==> src/rtl/pid_pkg.sv <==
// rtl/pid_pkg.sv - shared parameter defaults and saturation helper for the PID heading controller
package pid_pkg;
    localparam int ERR_W_DEF     = 12;
    localparam int ERR_SAT_W_DEF = 10;
    localparam int KP_W_DEF      = 6;
    localparam int KD_W_DEF      = 5;
    localparam int D_SAT_W_DEF   = 8;
    localparam int D_DEPTH_DEF   = 3;
    localparam int INT_W_DEF     = 15;
    localparam int I_SHIFT_DEF   = 6;
    localparam int PID_W_DEF     = 14;
    localparam int OUT_SHIFT_DEF = 3;
    localparam int SPD_W_DEF     = 11;

    localparam logic [5:0] KP_DEF = 6'h10;
    localparam logic [4:0] KD_DEF = 5'h07;

    // All datapath arithmetic is done at 32 bits, so clamping happens in one place.
    function automatic logic signed [31:0] sat_signed(input logic signed [31:0] value,
                                                      input int                 width);
        logic signed [31:0] hi;
        logic signed [31:0] lo;
        hi = (32'sd1 <<< (width - 1)) - 32'sd1;
        lo = -(32'sd1 <<< (width - 1));
        if (value > hi) return hi;
        if (value < lo) return lo;
        return value;
    endfunction
endpackage

==> src/rtl/pid_deriv_hist.sv <==
// rtl/pid_deriv_hist.sv - error history shift register and saturated derivative difference
module pid_deriv_hist
    import pid_pkg::*;
#(
    parameter int ERR_SAT_W = ERR_SAT_W_DEF,
    parameter int D_SAT_W   = D_SAT_W_DEF,
    parameter int D_DEPTH   = D_DEPTH_DEF
) (
    input  logic                        clk,
    input  logic                        rst_n,
    input  logic                        shift_i,
    input  logic                        clr_i,
    input  logic signed [ERR_SAT_W-1:0] err_i,
    output logic signed [D_SAT_W-1:0]   diff_sat_o
);
    logic signed [ERR_SAT_W-1:0] hist_q [D_DEPTH];
    logic signed [ERR_SAT_W-1:0] hist_d [D_DEPTH];
    logic signed [31:0]          diff;

    // Only qualified samples enter the history, so the lag counts valid samples, not cycles.
    always_comb begin
        for (int i = 0; i < D_DEPTH; i++) hist_d[i] = hist_q[i];
        if (clr_i) begin
            for (int i = 0; i < D_DEPTH; i++) hist_d[i] = '0;
        end else if (shift_i) begin
            hist_d[0] = err_i;
            for (int i = 1; i < D_DEPTH; i++) hist_d[i] = hist_q[i-1];
        end
    end

    always_ff @(posedge clk or negedge rst_n) begin
        if (!rst_n) begin
            for (int i = 0; i < D_DEPTH; i++) hist_q[i] <= '0;
        end else begin
            for (int i = 0; i < D_DEPTH; i++) hist_q[i] <= hist_d[i];
        end
    end

    assign diff       = 32'(err_i) - 32'(hist_q[D_DEPTH-1]);
    assign diff_sat_o = D_SAT_W'(sat_signed(diff, D_SAT_W));
endmodule

==> src/rtl/pid_ctrl_param.sv <==
// rtl/pid_ctrl_param.sv - three-stage PID heading controller producing left/right wheel speeds
module pid_ctrl_param
    import pid_pkg::*;
#(
    parameter int ERR_W     = ERR_W_DEF,
    parameter int ERR_SAT_W = ERR_SAT_W_DEF,
    parameter int KP_W      = KP_W_DEF,
    parameter int KD_W      = KD_W_DEF,
    parameter int D_SAT_W   = D_SAT_W_DEF,
    parameter int D_DEPTH   = D_DEPTH_DEF,
    parameter int INT_W     = INT_W_DEF,
    parameter int I_SHIFT   = I_SHIFT_DEF,
    parameter int PID_W     = PID_W_DEF,
    parameter int OUT_SHIFT = OUT_SHIFT_DEF,
    parameter int SPD_W     = SPD_W_DEF
) (
    input  logic                    clk,
    input  logic                    rst_n,
    input  logic                    moving_i,
    input  logic                    err_vld_i,
    input  logic signed [ERR_W-1:0] error_i,
    input  logic [SPD_W-2:0]        frwrd_i,
    input  logic [KP_W-1:0]         kp_i,
    input  logic [KD_W-1:0]         kd_i,
    input  logic                    clr_int_i,
    output logic [SPD_W-1:0]        lft_spd_o,
    output logic [SPD_W-1:0]        rght_spd_o,
    output logic                    spd_vld_o
);
    logic signed [ERR_SAT_W-1:0] err_sat;
    logic signed [ERR_SAT_W-1:0] err_s1_q;
    logic                        vld_s1_q;

    logic signed [INT_W-1:0]     integ_q;
    logic signed [INT_W-1:0]     integ_d;
    logic signed [INT_W:0]       int_sum;
    logic                        int_ovf;

    logic signed [D_SAT_W-1:0]   diff_sat;
    logic signed [31:0]          kp_ext;
    logic signed [31:0]          kd_ext;
    logic signed [31:0]          p_term;
    logic signed [31:0]          i_term;
    logic signed [31:0]          d_term;
    logic signed [31:0]          pid_full;

    logic signed [PID_W-1:0]     pid_d;
    logic signed [PID_W-1:0]     pid_q;
    logic                        vld_s2_q;

    logic signed [31:0]          corr;
    logic signed [31:0]          frwrd_ext;
    logic signed [31:0]          lft_full;
    logic signed [31:0]          rght_full;
    logic signed [31:0]          lft_sat;
    logic signed [31:0]          rght_sat;
    logic [SPD_W-1:0]            lft_d;
    logic [SPD_W-1:0]            rght_d;
    logic [SPD_W-1:0]            lft_q;
    logic [SPD_W-1:0]            rght_q;
    logic                        spd_vld_q;

    assign err_sat = ERR_SAT_W'(sat_signed(32'(error_i), ERR_SAT_W));

    always_ff @(posedge clk or negedge rst_n) begin
        if (!rst_n) begin
            err_s1_q <= '0;
            vld_s1_q <= 1'b0;
        end else begin
            err_s1_q <= err_sat;
            vld_s1_q <= err_vld_i;
        end
    end

    // One guard bit detects signed overflow; on overflow the integrator simply holds.
    assign int_sum = {integ_q[INT_W-1], integ_q} + (INT_W+1)'(err_s1_q);
    assign int_ovf = int_sum[INT_W] != int_sum[INT_W-1];

    always_comb begin
        integ_d = integ_q;
        if (clr_int_i || !moving_i) begin
            integ_d = '0;
        end else if (vld_s1_q && !int_ovf) begin
            integ_d = int_sum[INT_W-1:0];
        end
    end

    always_ff @(posedge clk or negedge rst_n) begin
        if (!rst_n) integ_q <= '0;
        else        integ_q <= integ_d;
    end

    pid_deriv_hist #(
        .ERR_SAT_W (ERR_SAT_W),
        .D_SAT_W   (D_SAT_W),
        .D_DEPTH   (D_DEPTH)
    ) u_deriv (
        .clk        (clk),
        .rst_n      (rst_n),
        .shift_i    (vld_s1_q),
        .clr_i      (clr_int_i),
        .err_i      (err_s1_q),
        .diff_sat_o (diff_sat)
    );

    assign kp_ext   = 32'(kp_i);
    assign kd_ext   = 32'(kd_i);
    assign p_term   = 32'(err_s1_q) * kp_ext;
    assign i_term   = 32'(integ_q) >>> I_SHIFT;
    assign d_term   = 32'(diff_sat) * kd_ext;
    assign pid_full = (p_term >>> 1) + i_term + d_term;
    assign pid_d    = PID_W'(sat_signed(pid_full, PID_W));

    always_ff @(posedge clk or negedge rst_n) begin
        if (!rst_n) begin
            pid_q    <= '0;
            vld_s2_q <= 1'b0;
        end else begin
            pid_q    <= pid_d;
            vld_s2_q <= vld_s1_q;
        end
    end

    assign corr      = 32'(pid_q) >>> OUT_SHIFT;
    assign frwrd_ext = 32'(frwrd_i);
    assign lft_full  = frwrd_ext + corr;
    assign rght_full = frwrd_ext - corr;
    assign lft_sat   = sat_signed(lft_full, SPD_W);
    assign rght_sat  = sat_signed(rght_full, SPD_W);

    // A wheel never reverses: negative commands floor at zero.
    assign lft_d  = (lft_sat < 0)  ? '0 : SPD_W'(lft_sat);
    assign rght_d = (rght_sat < 0) ? '0 : SPD_W'(rght_sat);

    always_ff @(posedge clk or negedge rst_n) begin
        if (!rst_n) begin
            lft_q     <= '0;
            rght_q    <= '0;
            spd_vld_q <= 1'b0;
        end else begin
            spd_vld_q <= vld_s2_q;
            if (!moving_i) begin
                lft_q  <= '0;
                rght_q <= '0;
            end else if (vld_s2_q) begin
                lft_q  <= lft_d;
                rght_q <= rght_d;
            end
        end
    end

    assign lft_spd_o  = lft_q;
    assign rght_spd_o = rght_q;
    assign spd_vld_o  = spd_vld_q;
endmodule

==> config.mk <==
export PLATFORM = sky130hd
export DESIGN_NAME = pid_ctrl_param
export DESIGN_NICKNAME = d
export VERILOG_FILES = /design/src/rtl/pid_pkg.sv /design/src/rtl/pid_deriv_hist.sv /design/src/rtl/pid_ctrl_param.sv
export SDC_FILE = /design/constraint.sdc
export NUM_CORES = 1
export LEC_CHECK = 0
export ABC_CLOCK_PERIOD_IN_PS = 11150
export CORE_AREA = 2 2 233 177
export DETAILED_ROUTE_END_ITERATION = 8
export DIE_AREA = 0 0 235 179
export GPL_ROUTABILITY_DRIVEN = 1
export HOLD_SLACK_MARGIN = 0.06
export PLACE_DENSITY_LB_ADDON = 0.3
export SYNTH_ARGS = -nofsm -noshare
export SYNTH_HDL_FRONTEND = slang
export SYNTH_SLANG_ARGS = --single-unit
==> constraint.sdc <==
create_clock -name clk -period 11.15 [get_ports clk]
set_input_delay 2.23 -clock clk [delete_from_list [all_inputs] [get_ports clk]]
set_output_delay 2.23 -clock clk [all_outputs]
set_load 0.01 [all_outputs]
=== Word level (Yosys, flattened, before mapping) ===
Index checks and enable logic that the tools add are counted.

* Bits in registers: 94
* Bits of input ports: 38
* Output and inout port bits: 23
* Word-level logic and storage cells: 84

* Add/sub/neg operators: 6
* Multipliers: 2
* Order comparisons: 12
* Eq/ne operators: 2
* Muxes and demuxes: 45
* Reductions and logical operators: 6

{| class="wikitable"
|+ Operators with widths
! cell !! count
|-
| 32-bit two-way mux || 8
|-
| 11-bit two-way mux || 6
|-
| 32-bit by 1-bit < comparator with 1-bit output (second input constant) || 2
|-
| 30-bit two-way mux || 2
|-
| 14-bit two-way mux || 4
|-
| 10-bit two-way mux || 4
|-
| 8-bit two-way mux || 4
|-
| 15-bit two-way mux || 2
|-
| 12-bit by 11-bit greater-than comparator with 1-bit output (second input constant) || 2
|-
| 12-bit by 11-bit < comparator with 1-bit output (second input constant) || 2
|-
| 17-bit by 14-bit adder with 18-bit output || 1
|-
| 18-bit by 14-bit greater-than comparator with 1-bit output (second input constant) || 1
|-
| 18-bit by 14-bit < comparator with 1-bit output (second input constant) || 1
|-
| 16-bit by 9-bit adder with 17-bit output || 1
|-
| 10-bit by 7-bit multiplier with 17-bit output || 1
|-
| 15-bit by 10-bit adder with 16-bit output || 1
|-
| 1-bit two-way mux || 15
|-
| 8-bit by 6-bit multiplier with 14-bit output || 1
|-
| 11-bit by 11-bit adder with 12-bit output || 1
|-
| 12-bit by 10-bit greater-than comparator with 1-bit output (second input constant) || 1
|-
| 12-bit by 10-bit < comparator with 1-bit output (second input constant) || 1
|-
| 11-bit by 11-bit subtractor with 12-bit output || 1
|-
| 11-bit by 8-bit greater-than comparator with 1-bit output (second input constant) || 1
|-
| 11-bit by 8-bit < comparator with 1-bit output (second input constant) || 1
|-
| other kinds (7) || 9
|}

=== Longest topological paths before layout ===
* Word-level depth: 13
* Gate-level depth with buffers: 32
* Gate-level depth less buffers: 31

=== By module ===
A second synthesis with hierarchy kept.

* Cells, all modules: 1,212
* Area total of the unflattened synthesis: 10,901.7 um^2

{| class="wikitable"
|+ Modules (own cells, without submodules)
! module !! times used !! cells each !! area each (um^2) !! sequential area each (um^2)
|-
| pid_ctrl_param || 1 || 1,032 || 9,102.5 || 1,526.5
|-
| pid_deriv_hist || 1 || 180 || 1,799.2 || 750.7
|}

=== Worst setup path before layout ===
OpenSTA, ideal clock, no wires.

* Path kind: input to register
* Start point: input kp_i[3]
* End point: register pid_q[11]
* Setup time: 128 ps
* Arrival time: 9,391 ps
* Required time: 11,022 ps
* Path slack: 1,632 ps
* Stages on the path: 31
* Buffers on the path: 1
* Cell sequence: clkbuf_1 > and2_1 > fa_1 > inv_1 > fa_1 > inv_1 > fa_1 > fa_1 > ha_1 > or2_2 > o31a_1 > nand3_1 > and3_1 > o41ai_1 > a21oi_1 > xor2_1 > fa_1 > inv_1 > fa_1 > inv_1 > fa_1 > inv_1 > ha_1 > a21oi_1 > nand2_1 > a21oi_1 > o211ai_1 > xor2_1 > or4_4 > nand2b_4 > o21ai_0

* Word-level cells in the longest chain between the ends: 8
* Elaborated cells between the ends (all ways): 11
* Classes of those cells: 2 x add/sub; 1 x mul; 2 x order compare; 6 x mux

{| class="wikitable"
|+ Ends and longest elaborated chain
! element !! RTL line !! source
|-
| start, declared || pid_ctrl_param.sv:23 || <nowiki>input logic [KP_W-1:0] kp_i,</nowiki>
|-
| 10-bit by 7-bit multiplier with 17-bit output * || pid_ctrl_param.sv:108 || <nowiki>assign p_term = 32'(err_s1_q) * kp_ext;</nowiki>
|-
| 16-bit by 9-bit adder with 17-bit output * || pid_ctrl_param.sv:111 || <nowiki>assign pid_full = (p_term >>> 1) + i_term + d_term;</nowiki>
|-
| 17-bit by 14-bit adder with 18-bit output * || pid_ctrl_param.sv:111 ||
|-
| 18-bit by 14-bit < comparator with 1-bit output || pid_pkg.sv:26 || <nowiki>if (value < lo) return lo;</nowiki>
|-
| 1-bit two-way mux (2 in series) || pid_pkg.sv:26 ||
|-
| 14-bit two-way mux || pid_pkg.sv:27 || <nowiki>return value;</nowiki>
|-
| 14-bit two-way mux * || pid_pkg.sv:26 ||
|-
| net pid_d[11] || pid_ctrl_param.sv:47 || <nowiki>logic signed [PID_W-1:0] pid_d;</nowiki>
|-
| end signal, assigned || pid_ctrl_param.sv:119 || <nowiki>pid_q <= pid_d;</nowiki>
|-
| end, declared || pid_ctrl_param.sv:48 || <nowiki>logic signed [PID_W-1:0] pid_q;</nowiki>
|}

The timed path passes the listed nets; every way through them passes the cells marked *. The select of a mux whose other input is x is not followed.
A chain may end at the register's enable or synchronous reset.

=== Worst setup path in the final report ===
* Start point: input kp_i[2]
* End point: register pid_q[4]

Same word-level chain as after synthesis.

==> results.md <==
* DP Wirelength at 20.0 mm
* Synthesized Nets at 1426
* PortBufs at 60
* Yosys warns at 0
* PostCTS Resize Cnt at 0
* Cell Rows at 64
* Hold Crit Depth at 0
* Run status: finished clean
* Final setup violation count at 0
* Crit path max-delay family: adder cells
* Clk slew on worst S/H paths at 0.07 ns
* Grt ovf at 0
* Post-Syn Instances at 1170
* RSZ-0062 raised after global routing: false
* Initial antenna violation count at 0
* Hold violation count in the final report at 0
* ANT cells at 0
* Gpl congestion at just under 0.8
* CP Launch Type: primary input
* Vias in the first global route at 7860
* Die ar. at 42100 µm²
* Avg WL per Cell at approximately 14 µm
* Met2 usage at 19.3%
* M3 GR Usage at around 2.2%
* CTS Hold Buffers Added at 0
* Worst EP required at 11.37 ns
* Cells on worst reg2reg path at 27
* Vias per inst at 4.41
* CP bufs+invs at 6
* 1st-iter DRT viols at 356
* Fill count at 4228
* Layout cell share with drive strength beyond 1 at 4.35%
* Worst rel slew slack at 30.2%
* Clock sinks at 91
* Antenna Nets Post-Route at 0
* H-tree lvl count at 3
* Io pins at 61
* Worst clock skew at 0.0145 ns
* Largest fanout on the critical path at 10
* Ranking of synthesized cells by area: dfrtp_1, fa_1, ha_1, inv_1, nor2_1
* Crit-path slowest cell: clkdlybuf4s50_1
* Setup tns final at 0 ns
* Yosys top cell area share at 21.4%
* CTS tree: built
* Synthesized flop and latch total at 91
* Area of the core at 40100 µm²
* Total of max-cap violations at 0
* Growth of design area from synthesis to finish at 13.7%
* Vias at 7706
* Largest net degree at the start of global routing at 63
* First-pass GRT wire length at roughly 41 mm
* FMAX at 0.0994 GHz
* Synth area leader: dfrtp_1
* Seq/Total Area, Yosys at 21.4%
* Die X at 235 µm
* Drt drc at 0
* Nets at 1470
* Avg Cell Area, Syn at slightly above 9 µm²
* Post-synthesis cell type count at between 60 and 70
* Mapped Area at 10600 µm²
* WP depth at 31
* Most Used Layer, Global Route: met2
* Final Slew Violations at 0
* Total GRT Usage at 12.3%
* Clk_lat worst skew at 0.37 ns
* Post-CTS setup buffers at 0
* GRT met1 Usage at between 15 and 20%
* Clock Tree Root: clkbuf_16
* Part of the cycle the worst path needs at 90.2%
* Pre-antenna DRT Iters at 4
* Final WL at 24.6 mm
* Crit path kind: in -> reg
* Initial Util at 26.5%
* Clock buffer depth at 2
* Most frequent cell on the critical path: fa_1
* Min-Delay Path Class: reg -> reg
* Element type at the critical path end: register
* Die Height at 179 µm
* Crit path arrival time at between 10 and 15 ns
* CP max stage delay at 0.57 ns
* Asr flop ratio synth at 100%
* EDFF count, synth at 0
* Top FF cell, synth: dfrtp_1
* Clock period minus worst slack at 10.06 ns
* Worst-Margin Slew at 1.05 ns
* CTS Buf Count at 9
layout by cell type (no fill, tap or decap), types with 3 or more instances in the layout:
master,count
o21ai_0,41
nand2_1,76
o21bai_1,6
nand2b_1,17
inv_1,181
a21oi_2,8
fa_1,105
nor4_1,3
clkbuf_16,9
a21oi_1,61
or3_1,8
mux2i_1,45
nor2b_1,8
clkdlybuf4s50_1,59
and2_1,45
dfrtp_1,90
a211oi_1,4
nor3_1,15
buf_4,4
a21o_1,13
ha_1,113
nand3_1,9
or2_2,3
o41ai_1,4
o211ai_1,13
and3_1,5
nor2_1,129
o21a_1,6
xor2_1,19
a31oi_1,11
o21ai_1,12
xnor2_1,43
or2_1,7
state kept, by name (all words and copies together), names as in the netlist:
| register | flops |
|---|---|
| u_deriv.hist_q | 30 |
| integ_q | 15 |
| lft_spd_o | 11 |
| pid_q | 11 |
| rght_spd_o | 11 |
| err_s1_q | 10 |
| spd_vld_o | 1 |
| vld_s1_q | 1 |
| vld_s2_q | 1 |
kinds of logic after synthesis:
logic type	share of synthesized area (%)
muxes	4.24
and+or+nand+nor	15.3
adders and majority gates	33.1
AOI/OAI and AO/OA	13.0
buffers and inverters	7.77
xor gates and xnor gates	5.26
DFF	21.4
metrics by stage:
| step | hold slack [ns] | cells | cell area, µm² | setup WS [ns] | utilization, % |
|---|---|---|---|---|---|
| 6_report | 0.447 | 1746 | 12100 | 1.09 | 30.1 |
| 5_1_grt | 0.478 | 1746 | 12100 | 0.398 | 30.1 |
| 4_1_cts | 0.450 | 1746 | 12100 | 1.08 | 30.1 |
| 3_5_place_dp | 0.433 | 1731 | 11800 | 0.711 | 29.3 |
| 3_3_place_gp | 0.431 | 1731 | 11800 | 0.842 | 29.3 |
| 2_1_floorplan | 0.349 | 1170 | 10600 | 1.63 | - |
final cells by class:
class | count | area (µm²) | share of cell area (%)
Clock buffer | 10 | 239 | 1.98
Clock inverter | 5 | 85.1 | 0.704
Inverter | 181 | 679 | 5.62
Multi-Input combinational cell | 868 | 7530 | 62.3
Sequential cell | 91 | 2280 | 18.8
Tap cell | 528 | 661 | 5.46
Timing Repair Buffer | 63 | 621 | 5.13
metal layers:
layer | routed length (µm) | vias up
met3 | 699 | 17
li1 | - | 3895
met4 | 248 | 0
met2 | 10400 | 91
met1 | 13200 | 3703
met5 | 0 | -
cell usage after synthesis (all sizes together) (3+ instances only):
cell type and instances:
a211oi 5, a21o 13, a21oi 69, a31o 3, a31oi 12, and2 47
and3 6, buf 12, clkbuf 18, dfrtp 91, fa 105, ha 113
inv 181, mux2i 45, nand2 76, nand2b 19, nand3 9, nor2 129
nor2b 9, nor3 15, nor4 3, o211ai 14, o21a 6, o21ai 53
o21bai 7, o41ai 6, or2 10, or3 8, xnor2 43, xor2 20
path summary, 6_finish.rpt:
check | slack, ns | startpoint | to
max | 1.09 | kp_i[2] | pid_q[4]
min | 0.45 | vld_s2_q | spd_vld_o
max reg2reg | 2.86 | err_s1_q[9] | pid_q[4]
min reg2reg | 0.45 | vld_s2_q | spd_vld_o
max in group asynchronous | 8.16 | rst_n | vld_s1_q
min in group asynchronous | 1.80 | rst_n | rght_spd_o[6]
Power is not shown: default switching activity piles up to over one toggle a cycle in this logic, so the estimate is an artifact.
